### src/rtl/studio_keypad.sv
// studio_keypad: maps PS/2 make/break events onto up to four 10-key Studio II
// pads, latches the CPU key select and drives one active-low EF flag per pad.
// An optional per-pad stretcher keeps a fresh press visible for HOLD_CYCLES so
// that polling game code still sees very short taps.
//
// CPU select port: io_out is a single-cycle strobe with no back-pressure. A
// write is taken on any clk_sys edge where io_out=1 and io_n=SEL_PORT; the data
// is io_dout[3:0]. Select values 10..15 deliberately match no key.
module studio_keypad #(
  parameter int         NUM_PADS    = 2,
  parameter logic [2:0] SEL_PORT    = 3'd2,
  parameter int         HOLD_CYCLES = 0
) (
  input  logic                   clk_sys,
  input  logic                   reset,
  input  logic [10:0]            ps2_key,
  input  logic                   io_out,
  input  logic [2:0]             io_n,
  input  logic [7:0]             io_dout,
  output logic [NUM_PADS-1:0]    ef_n,
  output logic [10*NUM_PADS-1:0] keys_down,
  output logic [3:0]             key_sel
);

  localparam int CNT_W = (HOLD_CYCLES > 0) ? $clog2(HOLD_CYCLES + 1) : 1;

  // Scan code of every key, indexed [pad][key], key 0 first.
  localparam logic [0:3][0:9][7:0] KEY_MAP = '{
    '{8'h45, 8'h16, 8'h1E, 8'h26, 8'h25, 8'h2E, 8'h36, 8'h3D, 8'h3E, 8'h46},
    '{8'h70, 8'h69, 8'h72, 8'h7A, 8'h6B, 8'h73, 8'h74, 8'h6C, 8'h75, 8'h7D},
    '{8'h4D, 8'h15, 8'h1D, 8'h24, 8'h2D, 8'h2C, 8'h35, 8'h3C, 8'h43, 8'h44},
    '{8'h4C, 8'h1C, 8'h1B, 8'h23, 8'h2B, 8'h34, 8'h33, 8'h3B, 8'h42, 8'h4B}
  };

  logic                     prev_toggle;
  logic                     evt;
  logic [NUM_PADS-1:0]      ev_hit;
  logic [NUM_PADS-1:0][3:0] ev_key;
  logic [NUM_PADS-1:0]      sel_down;
  logic [NUM_PADS-1:0]      stretch_on;
  logic [3:0]               unused_dout;

  assign unused_dout = io_dout[7:4];

  // Track the PS/2 event toggle; reloading it in reset too means the first
  // cycle after reset never sees a phantom event.
  always_ff @(posedge clk_sys) begin
    prev_toggle <= ps2_key[10];
  end

  assign evt = (ps2_key[10] != prev_toggle) && !ps2_key[8];

  // Decode the scan code against every populated pad (at most one can hit).
  always_comb begin
    ev_hit = '0;
    ev_key = '0;
    for (int p = 0; p < NUM_PADS; p++) begin
      for (int k = 0; k < 10; k++) begin
        if (ps2_key[7:0] == KEY_MAP[p][k]) begin
          ev_hit[p] = 1'b1;
          ev_key[p] = 4'(k);
        end
      end
    end
  end

  // Pressed bitmap: a matched event writes its key's bit with the make flag.
  always_ff @(posedge clk_sys) begin
    if (reset) begin
      keys_down <= '0;
    end else if (evt) begin
      for (int p = 0; p < NUM_PADS; p++) begin
        for (int k = 0; k < 10; k++) begin
          if (ev_hit[p] && (ev_key[p] == 4'(k))) begin
            keys_down[10*p + k] <= ps2_key[9];
          end
        end
      end
    end
  end

  // Key select latch written by the CPU OUT instruction.
  always_ff @(posedge clk_sys) begin
    if (reset) begin
      key_sel <= 4'd0;
    end else if (io_out && (io_n == SEL_PORT)) begin
      key_sel <= io_dout[3:0];
    end
  end

  generate
    if (HOLD_CYCLES > 0) begin : g_stretch
      logic [NUM_PADS-1:0][CNT_W-1:0] cnt;
      logic [NUM_PADS-1:0][3:0]       held_key;

      // A make (re)arms its pad's window; otherwise count down and rest at 0.
      // Breaks are ignored so a tap stays visible for the full window.
      always_ff @(posedge clk_sys) begin
        if (reset) begin
          cnt      <= '0;
          held_key <= '0;
        end else begin
          for (int p = 0; p < NUM_PADS; p++) begin
            if (evt && ps2_key[9] && ev_hit[p]) begin
              cnt[p]      <= CNT_W'(HOLD_CYCLES);
              held_key[p] <= ev_key[p];
            end else if (cnt[p] != '0) begin
              cnt[p] <= cnt[p] - CNT_W'(1);
            end
          end
        end
      end

      // held_key is always 0..9, so an invalid select can never match here.
      always_comb begin
        stretch_on = '0;
        for (int p = 0; p < NUM_PADS; p++) begin
          stretch_on[p] = (cnt[p] != '0) && (held_key[p] == key_sel);
        end
      end
    end else begin : g_no_stretch
      assign stretch_on = '0;
    end
  endgenerate

  // Bitmap bit of the selected key on each pad; selects 10..15 give 0.
  always_comb begin
    sel_down = '0;
    for (int p = 0; p < NUM_PADS; p++) begin
      for (int k = 0; k < 10; k++) begin
        if (key_sel == 4'(k)) begin
          sel_down[p] = keys_down[10*p + k];
        end
      end
    end
  end

  // Registered active-low "selected key held" flags.
  always_ff @(posedge clk_sys) begin
    if (reset) begin
      ef_n <= '1;
    end else begin
      ef_n <= ~(sel_down | stretch_on);
    end
  end

endmodule
### config.mk
export PLATFORM = sky130hd
export DESIGN_NAME = studio_keypad
export DESIGN_NICKNAME = d
export VERILOG_FILES = /design/src/rtl/studio_keypad.sv
export SDC_FILE = /design/constraint.sdc
export NUM_CORES = 1
export LEC_CHECK = 0
export CAP_MARGIN = 20
export CORE_UTILIZATION = 48
export CTS_CLUSTER_DIAMETER = 50
export DETAILED_ROUTE_END_ITERATION = 16
export PLACE_DENSITY = 0.78
export SLEW_MARGIN = 25
export SYNTH_ARGS = -nofsm -noshare
export SYNTH_HDL_FRONTEND = slang
export SYNTH_SLANG_ARGS = --single-unit
### constraint.sdc
create_clock -name clk_sys -period 1.7 [get_ports clk_sys]
set_input_delay 0.255 -clock clk_sys [delete_from_list [all_inputs] [get_ports clk_sys]]
set_output_delay 0.255 -clock clk_sys [all_outputs]
set_load 0.005 [all_outputs]
==> metrics.md <==
| Metric | Value |
|---|---|
| Row count | 22 |
| Status | complete, no violations |
| TritonCTS buffer count | 3 |
| Global-route wire length before repair | 8290 um |
| Xor/xnor share of the synthesized area | 3.17% |
| DR WL/cell | 15.4 um |
| GRT Overall Usage | 25.3% |
| Warnings, synthesis | 0 |
| Synth Area in Compound Gates | 16.4% |
| Reg clk slew, reported paths | 100 ps |
| Die W | 64.8 um |
| EDFF count, synth | 0 |
| Power Total | 1.33 mW |
| Initial antenna violation count | 0 |
| Tcrit/Tclk final | 97.0% |
| Longest Clk Path Bufs | 2 |
| Later-pin clock latency in the skew report | 270 ps |
| Die area | 4200 um^2 |
| Number of global-route vias before repair | 1811 |
| Worst Skew | 6.83 ps |
| Synthesized net count | 235 |
| Setup TNS | 0 ps |
| Synth-to-layout area growth | 49.4% |
| Simple-gate area share of the yosys netlist | 33.1% |
| Share of the synthesized area in the top cell type | 28.6% |
| Final core occ | 76.1% |
| Core box area | 3720 um^2 |
| Iter 0 DRT Violations | 90 |
| Cells after Synth | 210 |
| FF+latch count, synth | 27 |
| Placer Congestion | 0.840 |
| Remaining global-route overflow | 0 |
| # port buffers | 46 |
| H-tree levels | 1 |
| Final Critical Period | 1650 ps |
| Post-synth ARST share | 0% |
| Area of the multi-input gates | 1320 um^2 |
| Final Hold Viols | 0 |
| Largest family of logic cells by synthesized area | simple AND/OR/NAND/NOR gates |
| Finished Layout Cells | 342 |
| Sequential cell area | 543 um^2 |
| Routed via count | 1952 |
| CTS tree | done |
| DP Cell Count | 329 |
| Total Wirelength | 5280 um |
| # setup viols final | 0 |
| Max-slew violation count | 0 |
| Netlist cell types | 56 |
| CP top delay family | compound AO/OA/AOI/OAI gates |
| Post-Synth Adder-Cell Area | 0% |
| DR vias/cell | 5.71 |
| Worst hold slack | 283 ps |
| Hold Crit Class | primary input to flip-flop |
| Seq/Total Area, Yosys | 28.6% |
| CP max FO | 4 |
| Worst ir drop on vdd | 504 uV |
| Setup Crit Path Kind | flip-flop to flip-flop |
| Drt drc | 0 |
| Leak | 1.07 nW |
| Die Height | 64.8 um |
| Root Driver | clkbuf_8 |
| Pwr per Cell Area | 470 nW/um^2 |
| Number of top-level pins | 51 |
| Ranking of synthesized cells by area | dfxtp_1 29%, mux2i_1 9.5%, mux4_2 3.6% |
| Relative slew slack | 66.5% |
| Crit path buf inv count | 0 |
| WP data arrival | 1810 ps |
| Slowest-stage cell, CP | or3_4 |
| Largest net degree at the start of global routing | 17 |
| Nets | 320 |
| Share of layout cells above drive strength 1 | 29.3% |
| CP max stage delay | 420 ps |
| Synthesized area per cell | 9.01 um^2 |
| Most frequent cells in the layout | 43 x buf_4, 37 x clkdlybuf4s50_1, 25 x dfxtp_1 |
| ANT cells | 0 |
| DP HPWL | 3900 um |
| Slew @ Worst Pin | 503 ps |
| Max Clock Freq | 606 MHz |
| CP Capture Type | flip-flop |
| Crit-path cells | xnor2_2 -> or3_4 -> a2111oi_4 -> o21ai_1 -> mux2i_1 |
| Synth Cell Area | 1890 um^2 |
| Drt first pass iters | 4 |
| Leading area contributor after synthesis | dfxtp_1 |
| Post-route antenna net violation count | 0 |
| Main synth FF type | dfxtp_1 |
| # fillers | 272 |
| Hold-fix buffers, CTS | 0 |
| Critical path startpoint category | flip-flop |
| Initial Util | 50.9% |
| Max Cap Viol | 0 |
| Clock sinks | 27 |
| Critical Path RT | 1860 ps |
| Commonest non-fill, non-tap cell in the layout | buf_4 |
| Mux contribution to synthesized area | 13.1% |
-- layer usage --
| metal | global-route usage, % | routed length, um |
|---|---|---|
| met5 | 0 | 0 |
| met4 | 5.28 | 50 |
| met3 | 3.70 | 204 |
| met2 | 43.8 | 2620 |
| met1 | 33.1 | 2400 |
-- flip-flops by register name, indices dropped and copies added (netlist names) --
register and count:
keys_down 20, prev_toggle 1, ef_n 2, key_sel 4
-- stage by stage --
stage               area, um^2  setup WS [ps]
floorplan                 1890            178
global placement          2620           -432
detailed placement        2620           -454
CTS                       2740          -26.7
global route              2830          -4.19
finish                    2830           50.5
-- worst paths after layout --
check | startpoint | to | slack [ps] | depth (start not counted)
worst min register to register | keys_down[10] | keys_down[10] | 500 | 2
worst max register to register | prev_toggle | keys_down[10] | 50 | 5
worst max-delay path | prev_toggle | keys_down[10] | 50 | 5
worst min-delay path | ps2_key[10] | prev_toggle | 280 | 1
-- kinds of logic after synthesis --
logic type             after synthesis
multiplexers                        21
XOR/XNOR                             6
AO/OA/AOI/OAI                       44
buffers and inverters               18
flip-flops                          27
AND/OR/NAND/NOR                     94
-- report_power, final --
group,leakage [nW],internal (mW),total [mW],switching [mW]
registers,0.219,0.636,0.643,0.00667
logic,0.833,0.171,0.315,0.144
clock network,0.0217,0.166,0.371,0.205
total,1.07,0.973,1.33,0.356
-- what timing repair did --
item / in CTS / in global routing
pin swaps: 7 / 8
buffers inserted: 4 / 4
cloned: 0 / 1
gates resized for setup: 19 / 15
endpoints found under the setup margin: 17 / 17
-- synth_stat cells (2+ instances only) --
| master | count |
|---|---|
| dfxtp_1 | 27 |
| mux2i_1 | 18 |
| nor2_1 | 17 |
| a21oi_1 | 8 |
| nand2_1 | 8 |
| nand2b_1 | 8 |
| nor2b_1 | 8 |
| o21ai_1 | 8 |
| nand3_1 | 7 |
| o21ai_0 | 7 |
| clkbuf_1 | 6 |
| nand4_1 | 6 |
| nor3b_1 | 6 |
| and2_1 | 4 |
| buf_2 | 4 |
| nand4bb_1 | 4 |
| nor3_1 | 4 |
| buf_4 | 3 |
| buf_6 | 3 |
| mux4_2 | 3 |
| nor4_2 | 3 |
| o21a_1 | 3 |
| xnor2_1 | 3 |
| and3_1 | 2 |
| and3b_1 | 2 |
| inv_1 | 2 |
| nand3b_1 | 2 |
| nand4b_1 | 2 |
| o211ai_1 | 2 |
| o22ai_1 | 2 |
| o31ai_1 | 2 |
| xor2_1 | 2 |
-- cell type report --
class                           instances  share of cell area (%)
Multi-Input combinational cell        165                    46.7
Timing Repair Buffer                   96                    29.9
Sequential cell                        27                    19.2
Tap cell                               48                    2.12
Clock buffer                            3                    1.46
Clock inverter                          1                   0.266
Inverter                                2                   0.266
No activity file was read; power rests on OpenSTA's default activity.
